==> config.mk <==
export PLATFORM = sky130hd
export DESIGN_NAME = control_unit_flat
export DESIGN_NICKNAME = d
export VERILOG_FILES = /design/src/rtl/control_unit_if.sv /design/src/rtl/control_unit.sv /design/src/flat_wrapper.sv
export SDC_FILE = /design/constraint.sdc
export NUM_CORES = 1
export LEC_CHECK = 0
export ABC_CLOCK_PERIOD_IN_PS = 2900
export BUFFER_PORTS_ARGS = -buffer_cell sky130_fd_sc_hd__clkbuf_2
export CAP_MARGIN = 20
export CORE_MARGIN = 1.5
export CORE_UTILIZATION = 44
export DETAILED_ROUTE_END_ITERATION = 8
export PLACE_DENSITY = 0.73
export REMOVE_ABC_BUFFERS = 1
export SLEW_MARGIN = 20
export SYNTH_ARGS = -nofsm -noshare
export SYNTH_HDL_FRONTEND = slang
export SYNTH_SLANG_ARGS = --single-unit
export TNS_END_PERCENT = 10
==> constraint.sdc <==
create_clock -name clock -period 2.9 [get_ports clock]
set_input_delay 0.145 -clock clock [delete_from_list [all_inputs] [get_ports clock]]
set_output_delay 0.145 -clock clock [all_outputs]
set_load 0.05 [all_outputs]
==> src/rtl/control_unit_if.sv <==
// control_unit_if: DataPath <-> control unit bundle (ir, mem_ready, stop in;
// strobes, alu_op, run, illegal out). master = control unit, slave = DataPath.
interface control_unit_if #(
  parameter int IR_W = 32,
  parameter int OP_W = 5
);
  logic [IR_W-1:0] ir;
  logic mem_ready, stop;
  logic read, write, MDRin, MDRout, MARin;
  logic PCin, PCout, IncPC, IRin;
  logic Gra, Grb, Grc, Rin, Rout;
  logic BAout, Cout, Yin, Zin;
  logic Zhighout, Zlowout, HIin, HIout;
  logic LOin, LOout;
  logic [OP_W-1:0] alu_op;
  logic run, illegal;

  modport master (
    input  ir, mem_ready, stop,
    output read, write, MDRin, MDRout, MARin,
    output PCin, PCout, IncPC, IRin,
    output Gra, Grb, Grc, Rin, Rout,
    output BAout, Cout, Yin, Zin,
    output Zhighout, Zlowout, HIin, HIout,
    output LOin, LOout, alu_op, run, illegal
  );

  modport slave (
    output ir, mem_ready, stop,
    input  read, write, MDRin, MDRout, MARin,
    input  PCin, PCout, IncPC, IRin,
    input  Gra, Grb, Grc, Rin, Rout,
    input  BAout, Cout, Yin, Zin,
    input  Zhighout, Zlowout, HIin, HIout,
    input  LOin, LOout, alu_op, run, illegal
  );
endinterface

==> src/rtl/control_unit.sv <==
// control_unit: Moore FSM sequencing fetch (T0-T2) and execute (T3-T7).
// Ports: clock, clear (async low), bus (control_unit_if.master); step with CU_STEP_MODE_EN.
module control_unit #(
  parameter int IR_W = 32,
  parameter int OP_W = 5
) (
  input logic clock,
  input logic clear,
`ifdef CU_STEP_MODE_EN
  input logic step,
`endif
  control_unit_if.master bus
);

  typedef enum logic [3:0] {
    RESET, T0, T1, T2, T3, T4, T5, T6, T7,
    HALT, STEP_WAIT
  } state_t;

  state_t state_q, state_d;
  logic [OP_W-1:0] op_q, opc;
  logic is_ld, is_ldi, is_st, is_alu, is_md;
  logic is_mfhi, is_mflo, is_jr, is_nop;
  logic is_halt, is_ill, is_mem;
  logic last;

  wire unused_ir = ^bus.ir[IR_W-OP_W-1:0];

  // ir is only valid from T3; decode it live in T3, then from the copy.
  assign opc = (state_q == T3) ? bus.ir[IR_W-1 -: OP_W] : op_q;

  assign is_ld   = opc == OP_W'(0);
  assign is_ldi  = opc == OP_W'(1);
  assign is_st   = opc == OP_W'(2);
  assign is_alu  = opc inside {OP_W'(3), OP_W'(4), OP_W'(5), OP_W'(6)};
  assign is_md   = opc inside {OP_W'(15), OP_W'(16)};
  assign is_mfhi = opc == OP_W'(23);
  assign is_mflo = opc == OP_W'(24);
  assign is_jr   = opc == OP_W'(21);
  assign is_nop  = opc == OP_W'(26);
  assign is_halt = opc == OP_W'(27);
  assign is_mem  = is_ld | is_ldi | is_st;
  assign is_ill  = ~(is_mem | is_alu | is_md | is_mfhi |
                     is_mflo | is_jr | is_nop | is_halt);

`ifdef CU_STEP_MODE_EN
  logic [2:0] step_sync;
  logic step_rise;

  always_ff @(posedge clock or negedge clear) begin
    if (!clear) step_sync <= '0;
    else        step_sync <= {step_sync[1:0], step};
  end

  // One-cycle pulse; ignored unless the FSM sits in STEP_WAIT.
  assign step_rise = step_sync[1] & ~step_sync[2];
`endif

  always_ff @(posedge clock or negedge clear) begin
    if (!clear) begin
      state_q <= RESET;
      op_q    <= '0;
    end else begin
      state_q <= state_d;
      if (state_q == T3) op_q <= bus.ir[IR_W-1 -: OP_W];
    end
  end

  always_comb begin
    state_d = state_q;
    last    = 1'b0;
    unique case (state_q)
      RESET: state_d = T0;
      T0:    state_d = T1;
      T1:    if (bus.mem_ready) state_d = T2;
      T2:    state_d = T3;
      T3: begin
        unique case (1'b1)
          is_halt: state_d = HALT;
          is_mem, is_alu, is_md: state_d = T4;
          default: last = 1'b1;
        endcase
      end
      T4: state_d = T5;
      T5: begin
        if (is_ldi || is_alu) last = 1'b1;
        else                  state_d = T6;
      end
      T6: begin
        if (is_md)                  last = 1'b1;
        else if (is_st)             state_d = T7;
        else if (bus.mem_ready)     state_d = T7;
      end
      T7: if (is_ld || bus.mem_ready) last = 1'b1;
      HALT: state_d = HALT;
`ifdef CU_STEP_MODE_EN
      STEP_WAIT: begin
        if (bus.stop)       state_d = HALT;
        else if (step_rise) state_d = T0;
      end
`endif
      default: state_d = RESET;
    endcase
    if (last) begin
`ifdef CU_STEP_MODE_EN
      state_d = bus.stop ? HALT : STEP_WAIT;
`else
      state_d = bus.stop ? HALT : T0;
`endif
    end
  end

  always_comb begin
    bus.read = 1'b0;  bus.write = 1'b0;
    bus.MDRin = 1'b0; bus.MDRout = 1'b0;
    bus.MARin = 1'b0; bus.PCin = 1'b0;
    bus.PCout = 1'b0; bus.IncPC = 1'b0;
    bus.IRin = 1'b0;  bus.Gra = 1'b0;
    bus.Grb = 1'b0;   bus.Grc = 1'b0;
    bus.Rin = 1'b0;   bus.Rout = 1'b0;
    bus.BAout = 1'b0; bus.Cout = 1'b0;
    bus.Yin = 1'b0;   bus.Zin = 1'b0;
    bus.Zhighout = 1'b0; bus.Zlowout = 1'b0;
    bus.HIin = 1'b0;  bus.HIout = 1'b0;
    bus.LOin = 1'b0;  bus.LOout = 1'b0;
    bus.alu_op = '0;
    bus.illegal = 1'b0;
    bus.run = state_q inside {T0, T1, T2, T3, T4, T5, T6, T7};
    unique case (state_q)
      T0: begin
        bus.PCout = 1'b1; bus.MARin = 1'b1; bus.IncPC = 1'b1;
      end
      T1: begin
        bus.read = 1'b1; bus.MDRin = 1'b1; bus.PCin = 1'b1;
      end
      T2: begin
        bus.MDRout = 1'b1; bus.IRin = 1'b1;
      end
      T3: begin
        unique case (1'b1)
          is_mem: begin
            bus.Grb = 1'b1; bus.BAout = 1'b1; bus.Yin = 1'b1;
          end
          is_alu: begin
            bus.Grb = 1'b1; bus.Rout = 1'b1; bus.Yin = 1'b1;
          end
          is_md: begin
            bus.Gra = 1'b1; bus.Rout = 1'b1; bus.Yin = 1'b1;
          end
          is_mfhi: begin
            bus.HIout = 1'b1; bus.Gra = 1'b1; bus.Rin = 1'b1;
          end
          is_mflo: begin
            bus.LOout = 1'b1; bus.Gra = 1'b1; bus.Rin = 1'b1;
          end
          is_jr: begin
            bus.Gra = 1'b1; bus.Rout = 1'b1; bus.PCin = 1'b1;
          end
          is_nop, is_halt: ;
          is_ill: bus.illegal = 1'b1;
        endcase
      end
      T4: begin
        if (is_mem) begin
          bus.Cout = 1'b1; bus.Zin = 1'b1; bus.alu_op = OP_W'(3);
        end else if (is_alu) begin
          bus.Grc = 1'b1; bus.Rout = 1'b1; bus.Zin = 1'b1;
          bus.alu_op = opc;
        end else if (is_md) begin
          bus.Grb = 1'b1; bus.Rout = 1'b1; bus.Zin = 1'b1;
          bus.alu_op = opc;
        end
      end
      T5: begin
        bus.Zlowout = 1'b1;
        if (is_ld || is_st) bus.MARin = 1'b1;
        else if (is_md)     bus.LOin = 1'b1;
        else begin
          bus.Gra = 1'b1; bus.Rin = 1'b1;
        end
      end
      T6: begin
        if (is_md) begin
          bus.Zhighout = 1'b1; bus.HIin = 1'b1;
        end else if (is_st) begin
          bus.Gra = 1'b1; bus.Rout = 1'b1; bus.MDRin = 1'b1;
        end else begin
          bus.read = 1'b1; bus.MDRin = 1'b1;
        end
      end
      T7: begin
        if (is_st) bus.write = 1'b1;
        else begin
          bus.MDRout = 1'b1; bus.Gra = 1'b1; bus.Rin = 1'b1;
        end
      end
      default: ;
    endcase
  end

endmodule

==> src/flat_wrapper.sv <==
// flat-port wrapper written by rule: the top's interface ports become plain ports
module control_unit_flat 
#(
  parameter int IR_W = 32,
  parameter int OP_W = 5
)
  (clock, clear, bus_ir, bus_mem_ready, bus_stop, bus_read, bus_write, bus_MDRin, bus_MDRout, bus_MARin, bus_PCin, bus_PCout, bus_IncPC, bus_IRin, bus_Gra, bus_Grb, bus_Grc, bus_Rin, bus_Rout, bus_BAout, bus_Cout, bus_Yin, bus_Zin, bus_Zhighout, bus_Zlowout, bus_HIin, bus_HIout, bus_LOin, bus_LOout, bus_alu_op, bus_run, bus_illegal);
  control_unit_if #(.IR_W(IR_W), .OP_W(OP_W)) bus_i ();
  input logic clock;
  input logic clear;
  input wire logic [$bits(bus_i.ir)-1:0] bus_ir;
  input wire logic [$bits(bus_i.mem_ready)-1:0] bus_mem_ready;
  input wire logic [$bits(bus_i.stop)-1:0] bus_stop;
  output wire logic [$bits(bus_i.read)-1:0] bus_read;
  output wire logic [$bits(bus_i.write)-1:0] bus_write;
  output wire logic [$bits(bus_i.MDRin)-1:0] bus_MDRin;
  output wire logic [$bits(bus_i.MDRout)-1:0] bus_MDRout;
  output wire logic [$bits(bus_i.MARin)-1:0] bus_MARin;
  output wire logic [$bits(bus_i.PCin)-1:0] bus_PCin;
  output wire logic [$bits(bus_i.PCout)-1:0] bus_PCout;
  output wire logic [$bits(bus_i.IncPC)-1:0] bus_IncPC;
  output wire logic [$bits(bus_i.IRin)-1:0] bus_IRin;
  output wire logic [$bits(bus_i.Gra)-1:0] bus_Gra;
  output wire logic [$bits(bus_i.Grb)-1:0] bus_Grb;
  output wire logic [$bits(bus_i.Grc)-1:0] bus_Grc;
  output wire logic [$bits(bus_i.Rin)-1:0] bus_Rin;
  output wire logic [$bits(bus_i.Rout)-1:0] bus_Rout;
  output wire logic [$bits(bus_i.BAout)-1:0] bus_BAout;
  output wire logic [$bits(bus_i.Cout)-1:0] bus_Cout;
  output wire logic [$bits(bus_i.Yin)-1:0] bus_Yin;
  output wire logic [$bits(bus_i.Zin)-1:0] bus_Zin;
  output wire logic [$bits(bus_i.Zhighout)-1:0] bus_Zhighout;
  output wire logic [$bits(bus_i.Zlowout)-1:0] bus_Zlowout;
  output wire logic [$bits(bus_i.HIin)-1:0] bus_HIin;
  output wire logic [$bits(bus_i.HIout)-1:0] bus_HIout;
  output wire logic [$bits(bus_i.LOin)-1:0] bus_LOin;
  output wire logic [$bits(bus_i.LOout)-1:0] bus_LOout;
  output wire logic [$bits(bus_i.alu_op)-1:0] bus_alu_op;
  output wire logic [$bits(bus_i.run)-1:0] bus_run;
  output wire logic [$bits(bus_i.illegal)-1:0] bus_illegal;
  assign bus_i.ir = bus_ir;
  assign bus_i.mem_ready = bus_mem_ready;
  assign bus_i.stop = bus_stop;
  assign bus_read = bus_i.read;
  assign bus_write = bus_i.write;
  assign bus_MDRin = bus_i.MDRin;
  assign bus_MDRout = bus_i.MDRout;
  assign bus_MARin = bus_i.MARin;
  assign bus_PCin = bus_i.PCin;
  assign bus_PCout = bus_i.PCout;
  assign bus_IncPC = bus_i.IncPC;
  assign bus_IRin = bus_i.IRin;
  assign bus_Gra = bus_i.Gra;
  assign bus_Grb = bus_i.Grb;
  assign bus_Grc = bus_i.Grc;
  assign bus_Rin = bus_i.Rin;
  assign bus_Rout = bus_i.Rout;
  assign bus_BAout = bus_i.BAout;
  assign bus_Cout = bus_i.Cout;
  assign bus_Yin = bus_i.Yin;
  assign bus_Zin = bus_i.Zin;
  assign bus_Zhighout = bus_i.Zhighout;
  assign bus_Zlowout = bus_i.Zlowout;
  assign bus_HIin = bus_i.HIin;
  assign bus_HIout = bus_i.HIout;
  assign bus_LOin = bus_i.LOin;
  assign bus_LOout = bus_i.LOout;
  assign bus_alu_op = bus_i.alu_op;
  assign bus_run = bus_i.run;
  assign bus_illegal = bus_i.illegal;
  control_unit #(.IR_W(IR_W), .OP_W(OP_W)) u_core (.clock(clock), .clear(clear), .bus(bus_i));
endmodule
==> metrics, run 1 <==
layout cells sized above 1 32.6%; Critical Path RT 2.76 ns; Synth area leader dfrtp_1; initial antenna violation count 0; Worst Setup End Kind primary output; number of synthesized flops with an enable pin 0; Worst path depth 8; Area Growth Syn to Fin 23.7%; worst rel slew slack 64.7%; delay-heaviest family, CP multiplexers; register-to-register path setup slack 0.78 ns; Avg WL per Cell 15.2 um; skew final 0.00208 ns; clk_lat worst skew 0.25 ns; ys async rst share 100%; Final period util 93.3%; Tightest Hold Check Type in -> reg; Hold Slack 0.141 ns; TritonCTS buffer count 3; global-route wire length before repair 6.34 mm; RSZ-0062 raised after global routing false; Synth top cells by count nand2_1, nor2_1, a21oi_1, clkbuf_1; final instance area 1660 um^2; crit start category register; end of the critical path bus_Zin; Crit Path Category reg -> out; CTS tree yes; r2r endpoint u_core.state_q[3]; root buffer cell clkbuf_4; final setup fails 0; crit path max-delay cell type dfrtp_2; Initial Utilization 47.4%; Placed Area 1580 um^2; H-tree Lvls 1; IO Count 67; Cells after Synth 188; gr usage total 23.6%; largest net degree at the start of global routing 18; gp weighted congestion 0.934; CP arrival 2.56 ns; Period minus WS final 2.70 ns; top-area cell type share of the netlist area 16.8%; Yosys reg bits 9; Crit path top cell by count buf_4; Max-Cap Viols 0; failing checks design-rule violations; clock sinks 9; Distinct cells, synth 54; Post-Layout Cell Count 252; P_leak 0.753 nW; top cells by area, synth dfrtp_1, mux2i_1, a21oi_1; status complete, but fails checks; final worst slack 0.195 ns; DR vias 1574; Die ar. 3390 um^2; mean number of vias per cell 6.25; Hold Fails Final Rpt 0; largest incremental delay on the critical path 0.49 ns; worst reg-to-reg path cell count 7; DRT iter0 DRCs 135; Main synth FF type dfrtp_1; nets 258; worst-path cell chain nor4b_4 -> buf_4 -> mux2i_1 -> buf_4 -> mux2_1 -> mux2i_2 -> a21oi_1 -> clkbuf_2; register area share after synthesis 16.8%; clk buf depth 2; vias in the first global route 1380; final slew viol count 0; Antenna Nets Post-Route 0; worst ir drop on vdd 500 uV; core area 2830 um^2; Multi-input gate area 1020 um^2; CP startpoint u_core.state_q[0]; drt total wl 3.82 mm; Worst Tran Pin Value 0.522 ns; fill count 281; placed cells 246; Die X 58.2 um; DR pass1 iterations 6; DRC viols 4; Finished Core Util 58.6%; Worst Path Max Fanout 12; Final HPWL DP 2.98 mm; fmax 0.370 GHz; Syn Area/Cell 7.13 um^2; site row count 19; Inserted Diodes 0; Post-Syn Area 1340 um^2; total grt overflow 0; input/output buffers 39; crit path buf inv count 3; FF/Latch Area 226 um^2; Setup WS pre-CTS 0.360 ns; PwrDens 1090 nW/um^2; Ys Warns 0; clock-pin slew on the worst setup and hold paths 0.06 ns; reg-to-reg startpoint u_core.state_q[0]; Die H 58.2 um
## power breakdown
part / internal [mW] / total [mW] / switching (mW)
Combinational: 0.477 / 1.40 / 0.924
Sequential: 0.188 / 0.317 / 0.129
Clock: 0.0527 / 0.0922 / 0.0394
## cell usage in the layout, fill, tap and decap left out, types with 2 or more instances in the layout
master | netlist | final
nor3_1 | 7 | 7
nand2_1 | 17 | 17
o21ai_1 | 3 | 3
a32oi_1 | 2 | 2
mux2i_1 | 9 | 6
nand2b_1 | 4 | 4
nor4_1 | 5 | 5
a211oi_1 | 3 | 3
o21ai_0 | 5 | 5
dfrtp_1 | 9 | 8
inv_1 | 8 | 8
mux2i_2 | 0 | 3
xnor2_1 | 3 | 3
o211ai_1 | 4 | 4
mux2_2 | 2 | 2
a21oi_1 | 13 | 13
a21o_1 | 3 | 3
or2_2 | 5 | 5
buf_12 | 0 | 3
nand3_1 | 6 | 6
clkbuf_4 | 0 | 3
a22o_1 | 2 | 2
and4b_1 | 2 | 2
and3_1 | 2 | 2
clkbuf_2 | 0 | 36
buf_4 | 4 | 9
and2_1 | 5 | 5
nor2_1 | 17 | 17
a221oi_2 | 0 | 2
o22ai_1 | 3 | 3
## stage by stage
| stage | power, mW | TNS, ns |
|---|---|---|
| final | 1.81 | 0 |
| after global routing | 1.95 | 0 |
| after CTS | 1.76 | 0 |
| after detailed placement | 1.65 | 0 |
| after global placement | 1.64 | 0 |
| after floorplan | 1.29 | -9.25 |
## kinds of logic (layout without fill, tap and decap cells)
| group | Yosys count | after routing | synth area share (%) |
|---|---|---|---|
| flip-flops | 9 | 9 | 16.8 |
| AND/OR/NAND/NOR | 84 | 84 | 35.9 |
| multiplexers | 12 | 12 | 9.24 |
| AO/OA/AOI/OAI | 51 | 51 | 26.1 |
| XOR/XNOR | 3 | 3 | 1.96 |
| buffers and inverters | 29 | 62 | 9.98 |
## final cells by class
| cell class | instances | area share, % |
|---|---|---|
| well taps | 31 | 2.34 |
| flip-flops and latches | 9 | 13.7 |
| inverters | 9 | 2.04 |
| multi-input cells | 150 | 61.2 |
| clock buffers | 4 | 1.58 |
| repair buffers | 49 | 19.2 |
## worst min-delay path by stage
stage          slack, ns                 to  depth (start not counted)      from
2_1_floorplan      -0.15     u_core.op_q[0]                          0     clear
3_3_place_gp       0.006  u_core.state_q[2]                          1     clear
3_5_place_dp        0.01  u_core.state_q[2]                          1     clear
4_1_cts             0.14  u_core.state_q[3]                          2  bus_stop
5_1_grt             0.13  u_core.state_q[3]                          2  bus_stop
6_report            0.14  u_core.state_q[3]                          2  bus_stop
## state kept, by name, summed over array words and instances, names as in the netlist
| register | cells |
|---|---|
| u_core.op_q | 5 |
| u_core.state_q | 4 |
## per-layer routing
| layer | share of wire [%] | track usage, % |
|---|---|---|
| met1 | 44 | 32.1 |
| met5 | 0 | 0 |
| met3 | 8.2 | 6.03 |
| met4 | 0 | 3.32 |
| met2 | 48 | 38.8 |
## what timing repair did
item	4_1_cts	5_1_grt
setup endpoints to repair	0	5
endpoints found under the hold margin	9	0
gates resized for setup	0	8
setup buffers	0	1
hold buffers	1	0
(Power assumes the default switching activity.)
==> run 2, diff against run 1 <==
--- a/config.mk
+++ b/config.mk
@@ -9,9 +9,9 @@
 export BUFFER_PORTS_ARGS = -buffer_cell sky130_fd_sc_hd__clkbuf_2
 export CAP_MARGIN = 20
 export CORE_MARGIN = 1.5
-export CORE_UTILIZATION = 44
+export CORE_UTILIZATION = 45
 export DETAILED_ROUTE_END_ITERATION = 8
-export PLACE_DENSITY = 0.73
+export PLACE_DENSITY = 0.75
 export REMOVE_ABC_BUFFERS = 1
 export SLEW_MARGIN = 20
 export SYNTH_ARGS = -nofsm -noshare
==> constraint.sdc (replaced) <==
create_clock -name clock -period 2.9 [get_ports clock]
set_input_delay 0.58 -clock clock [delete_from_list [all_inputs] [get_ports clock]]
set_output_delay 0.58 -clock clock [all_outputs]
set_load 0.05 [all_outputs]
==> run 2 against run 1 <==
Compared with the run above:
- critical endpoint is now bus_Rout
- largest cell class unchanged
- cell count up 9.9%
- sequential share of layout area shrank 2.5 points
- clock power hardly changed
- total power rose by 22%
- clock skew about the same
- core utilization grew 14 points
- combinational power is 29% higher
- the run ends with negative setup slack left
- sequential power is 3% lower
- sequential cell count unchanged
==> metrics, run 2 (synthesis results as in run 1) <==
status complete, but fails checks (unchanged); failing checks negative setup slack (was design-rule violations); Reg with most FFs u_core.op_q (unchanged); Final HPWL DP 3.26 mm (was 2.98 mm); Max-Cap Viols 0 (unchanged); Die H 57.6 um (was 58.2 um); Worst Setup End Kind primary output (unchanged); Initial Utilization 48.2% (was 47.4%); root buffer cell clkbuf_4 (unchanged); final instance area 2030 um^2 (was 1660 um^2); DR pass1 iterations 4 (was 6); Final period util 106% (was 93.3%); most frequent cells in the layout buf_4, clkbuf_2, nand2_1, nor2_1, a21oi_1 (was clkbuf_2, nand2_1, nor2_1, a21oi_1, buf_4); Hold Fails Final Rpt 0 (unchanged); worst ir drop on vdd 821 uV (was 500 uV); global-route wire length before repair 7.46 mm (was 6.34 mm); final worst slack -0.167 ns (was 0.195 ns); Tightest Hold Check Type in -> async (was in -> reg); worst-path cell chain or4b_1 -> buf_4 -> a211oi_1 -> o211ai_1 -> a21o_1 -> o211ai_1 -> clkbuf_8 (was nor4b_4 -> buf_4 -> mux2i_1 -> buf_4 -> mux2_1 -> mux2i_2 -> a21oi_1 -> clkbuf_2); Worst Path Max Fanout 7 (was 12); Worst Tran Pin Value 0.692 ns (was 0.522 ns); Period minus WS final 3.07 ns (was 2.70 ns); TritonCTS buffer count 3 (unchanged); fmax 0.326 GHz (was 0.370 GHz); Crit path top cell by count o211ai_1 (was buf_4); vias in the first global route 1626 (was 1380); crit start category register (unchanged); clock sinks 9 (unchanged); largest incremental delay on the critical path 0.59 ns (was 0.49 ns); final slew viol count 0 (unchanged); worst rel slew slack 53.2% (was 64.7%); gp weighted congestion 0.957 (was 0.934); Inserted Diodes 0 (unchanged); mean number of vias per cell 6.32 (was 6.25); site row count 19 (unchanged); final setup fails 10 (was 0); nets 283 (was 258); Placed Area 1720 um^2 (was 1580 um^2); RSZ-0062 raised after global routing true (was false); core area 2780 um^2 (was 2830 um^2); crit path buf inv count 2 (was 3); clock-pin slew on the worst setup and hold paths 0.06 ns (about the same); Finished Core Util 72.9% (was 58.6%); delay-heaviest family, CP compound AO/OA/AOI/OAI gates (was multiplexers); fill count 218 (was 281); Crit Path Category reg -> out (unchanged); H-tree Lvls 1 (unchanged); CP arrival 2.49 ns (was 2.56 ns); CTS tree yes (unchanged); max reg flops 5 (unchanged); largest net degree at the start of global routing 13 (was 18); Die ar. 3320 um^2 (was 3390 um^2); P_leak 0.909 nW (was 0.753 nW); Area Growth Syn to Fin 51.1% (was 23.7%); IO Count 67 (unchanged); Setup WS pre-CTS 0.0223 ns (was 0.360 ns); Post-Layout Cell Count 277 (was 252); final total power 2.21 mW (was 1.81 mW); Die X 57.6 um (was 58.2 um); DRC viols 0 (was 4); Critical Path RT 2.32 ns (was 2.76 ns); clk buf depth 2 (unchanged); total grt overflow 0 (unchanged); # hold bufs at CTS 0 (was 1); DR vias 1752 (was 1574); Antenna Nets Post-Route 0 (unchanged); gr usage total 28.2% (was 23.6%); commonest non-fill, non-tap cell in the layout buf_4 (was clkbuf_2); input/output buffers 39 (unchanged); Avg WL per Cell 17.1 um (was 15.2 um); Regs by FF count u_core.op_q: 5 flops, u_core.state_q: 4 flops (unchanged); placed cells 267 (was 246); DRT iter0 DRCs 147 (was 135); crit path max-delay cell type or4b_1 (was dfrtp_2); drt total wl 4.75 mm (was 3.82 mm); initial antenna violation count 0 (unchanged); PwrDens 1090 nW/um^2 (about the same); layout cells sized above 1 45.5% (was 32.6%); skew final 0.00225 ns (was 0.00208 ns); clk_lat worst skew 0.25 ns (about the same)
==> run 2: cell types whose count changed in the layout (fill, tap and decap cells not counted), moves of 2 or more <==
cell	previous run	this run
buf_4	9	32
clkbuf_2	36	22
buf_6	0	10
mux2i_1	6	2
clkbuf_4	3	6
clkbuf_8	0	3
a21oi_1	13	11
a21oi_2	0	2
buf_8	0	2
mux2_4	0	2
mux2i_2	3	5
mux2i_4	0	2
==> run 2: timing repair <==
item / CTS / global route
pin swaps: 6 / 6
endpoints found under the setup margin: 14 / 17
setup buffers: 7 / 1
resized for setup: 37 / 34
==> run 2: through the flow <==
stage / hold WS, ns / setup TNS (ns)
2_1_floorplan: 0.284 / -17.90
3_3_place_gp: 0.440 / 0
3_5_place_dp: 0.445 / 0
4_1_cts: 0.168 / -0.689
5_1_grt: 0.164 / -2.52
6_report: 0.168 / -0.973
==> run 2: area by class of cell <==
class	count	area, um^2	area share (%)
Multi-Input combinational cell	150	1110	54.6
Clock buffer	4	26.3	1.30
Sequential cell	9	225	11.1
Timing Repair Buffer	74	597	29.4
Inverter	9	33.8	1.67
Tap cell	31	38.8	1.91
==> run 2: path summary, 6_finish.rpt <==
kind / startpoint / to / slack [ns] / depth (start not counted)
setup / recovery: u_core.state_q[3] / bus_Rout / -0.17 / 7
hold / removal: clear / u_core.state_q[2] / 0.17 / 1
setup reg to reg: u_core.state_q[3] / u_core.state_q[3] / 0.65 / 6
hold reg to reg: u_core.state_q[3] / u_core.state_q[1] / 0.73 / 2
max in group asynchronous: clear / u_core.op_q[4] / 2.54 / 1
min in group clock: bus_stop / u_core.state_q[3] / 0.57 / 2
==> run 2: worst register-to-register path, delay by kind of cell (launching register included) <==
kind / cells / cell delay (ns)
mux: 2 / 0.53
compound gates: 2 / 0.38
flops: 1 / 0.42
buf+inv: 1 / 0.21
simple gates: 1 / 0.59
==> run 2: per-layer routing <==
layer / GRT usage (%) / routed length [um]
met4: 2.33 / 63
met2: 48.7 / 2380
met5: 0 / 0
met3: 5.90 / 375
met1: 37.6 / 1930
==> run 2: power breakdown <==
group	switching (mW)	internal (mW)	total (mW)
Sequential	0.122	0.186	0.309
Combinational	1.09	0.725	1.81
Clock	0.0394	0.0527	0.0921
Total	1.25	0.964	2.21
==> run 3, diff against run 2 <==
--- a/config.mk
+++ b/config.mk
@@ -6,12 +6,13 @@
 export NUM_CORES = 1
 export LEC_CHECK = 0
 export ABC_CLOCK_PERIOD_IN_PS = 2900
-export BUFFER_PORTS_ARGS = -buffer_cell sky130_fd_sc_hd__clkbuf_2
 export CAP_MARGIN = 20
 export CORE_MARGIN = 1.5
 export CORE_UTILIZATION = 45
 export DETAILED_ROUTE_END_ITERATION = 8
-export PLACE_DENSITY = 0.75
+export DONT_BUFFER_PORTS = 1
+export PLACE_DENSITY = 0.56
+export RECOVER_POWER = 25
 export REMOVE_ABC_BUFFERS = 1
 export SLEW_MARGIN = 20
 export SYNTH_ARGS = -nofsm -noshare
==> run 3 against run 2 <==
Compared with the run above:
- the run still ends with negative setup slack left
- total power rose by 6.4%
- critical endpoint is now bus_alu_op[1]
- first-iteration DRC count fell by 6.1%
- worst hold slack improved by 0.28 ns
- clock-buffer cell count did not move
- core utilization rose by 0.54 points
- largest power group unchanged
- via count fell by 2.7%
- maximum frequency rose by 3.4%
- global-route usage rose by 3.7 points
- design area rose by 0.74%
==> metrics, run 3 (synthesis results as in run 1) <==
Antenna Nets Post-Route 0 (unchanged); Critical Path RT 2.32 ns (about the same); commonest non-fill, non-tap cell in the layout buf_4 (unchanged); final slew viol count 0 (unchanged); metal1 wirelength 1.86 mm (was 1.93 mm); skew final 0.00513 ns (was 0.00225 ns); CP arrival 2.39 ns (was 2.49 ns); H-tree Lvls 1 (unchanged); Final HPWL DP 3.33 mm (was 3.26 mm); IO Count 67 (unchanged); Die ar. 3320 um^2 (unchanged); Avg WL per Cell 19.3 um (was 17.1 um); largest net degree at the start of global routing 21 (was 13); Worst Tran Pin Value 0.485 ns (was 0.692 ns); site row count 19 (unchanged); root buffer cell clkbuf_4 (unchanged); DR vias 1705 (was 1752); mean number of vias per cell 6.63 (was 6.32); met2 WL 2.50 mm (was 2.38 mm); PwrDens 1150 nW/um^2 (was 1090 nW/um^2); Post-Layout Cell Count 257 (was 277); nets 263 (was 283); failing checks negative setup slack (unchanged); layout cells sized above 1 44.2% (was 45.5%); global-route wire length before repair 8.05 mm (was 7.46 mm); worst rel slew slack 67.5% (was 53.2%); total negative setup slack -0.390 ns (was -0.973 ns); Die X 57.6 um (unchanged); vias in the first global route 1588 (was 1626); drt total wl 4.95 mm (was 4.75 mm); core area 2780 um^2 (unchanged); status complete, but fails checks (unchanged); P_leak 0.846 nW (was 0.909 nW); Worst Setup End Kind primary output (unchanged); Crit Path Category reg -> out (unchanged); DR pass1 iterations 4 (unchanged); max reg flops 5 (unchanged); WL met3 392 um (was 375 um); Final period util 102% (was 106%); final worst slack -0.0677 ns (was -0.167 ns); placed cells 241 (was 267); most frequent cells in the layout buf_4, nand2_1, nor2_1, a21oi_1, buf_6 (was buf_4, clkbuf_2, nand2_1, nor2_1, a21oi_1); DRT iter0 DRCs 138 (was 147); Initial Utilization 48.2% (unchanged); input/output buffers 0 (was 39); clk_lat worst skew 0.27 ns (was 0.25 ns); TritonCTS buffer count 3 (unchanged); CTS tree yes (unchanged); RSZ-0062 raised after global routing true (unchanged); Tightest Hold Check Type in -> reg (was in -> async); Max-Cap Viols 0 (unchanged); worst ir drop on vdd 1060 uV (was 821 uV); Top Layer Used met4 (unchanged); total grt overflow 0 (unchanged); final instance area 2040 um^2 (was 2030 um^2); Inserted Diodes 0 (unchanged); Regs by FF count u_core.op_q: 5 flops, u_core.state_q: 4 flops (unchanged); gr usage total 31.9% (was 28.2%); Die H 57.6 um (unchanged); clk buf depth 2 (unchanged); Hold Fails Final Rpt 0 (unchanged); fmax 0.337 GHz (was 0.326 GHz); Area Growth Syn to Fin 52.2% (was 51.1%); final setup fails 9 (was 10); Worst Path Max Fanout 6 (was 7); Reg with most FFs u_core.op_q (unchanged); clock sinks 9 (unchanged); crit start category register (unchanged); Period minus WS final 2.97 ns (was 3.07 ns); clock-pin slew on the worst setup and hold paths 0.06 ns (about the same); gp weighted congestion 0.928 (was 0.957); initial antenna violation count 0 (unchanged); DRC viols 0 (unchanged); Placed Area 1680 um^2 (was 1720 um^2)
-- run 3: final cells by class --
class                           instances  area, um^2
Clock buffer                            4        26.3
Fill cell                             199         739
Tap cell                               31        38.8
Sequential cell                         9         225
Inverter                                9        36.3
Timing Repair Buffer                   54         518
Multi-Input combinational cell        150        1200
-- run 3: path summary, 6_finish.rpt --
check / start / slack (ns) / end / depth (start not counted)
setup / recovery: u_core.state_q[3] / -0.07 / bus_alu_op[1] / 8
setup reg to reg: u_core.op_q[4] / 0.69 / u_core.state_q[3] / 6
hold reg to reg: u_core.state_q[3] / 0.72 / u_core.state_q[1] / 2
min in group asynchronous: clear / 0.59 / u_core.op_q[1] / 1
max in group asynchronous: clear / 2.08 / u_core.state_q[0] / 1
hold / removal: bus_stop / 0.45 / u_core.state_q[3] / 1
-- run 3: what timing repair did --
item                                    in CTS  in global routing
resized for setup                           45                  7
pin swaps                                   10                  4
setup buffers                                9                  1
hold buffers                                 1                  1
hold endpoints to repair                     5                  4
endpoints found under the setup margin      12                 15
gates cloned                                 0                  0
-- run 3: worst max-delay path: stages, from the launching register on --
cell,delay [ns]
dfrtp_1,0.42
nor4b_4,0.29
buf_6,0.17
mux2i_4,0.31
inv_4,0.09
mux2_4,0.34
mux2i_4,0.21
a221oi_2,0.11
buf_6,0.18
-- run 3: power breakdown --
group,internal [mW],switching (mW),leakage [nW]
sequential,0.186,0.130,0.110
clock,0.0533,0.0474,0.0150
combinational,0.817,1.12,0.721
-- run 3: routing by layer --
metal	up-vias	global-route usage, %
met5	-	0
met4	0	15.6
met3	22	6.80
met2	103	53.2
met1	812	38.7
li1	768	-
-- run 3: metrics by stage --
step | power [mW] | utilization [%] | setup WS (ns) | hold slack [ns]
6_report | 2.36 | 73.4 | -0.0677 | 0.452
5_1_grt | 2.49 | 73.4 | -0.193 | 0.439
4_1_cts | 2.28 | 72.1 | -0.0334 | 0.000142
3_5_place_dp | 1.82 | 60.3 | 0.0539 | 0.285
3_3_place_gp | 1.80 | 60.3 | 0.0679 | 0.285
2_1_floorplan | 1.29 | - | -2.16 | 0.284
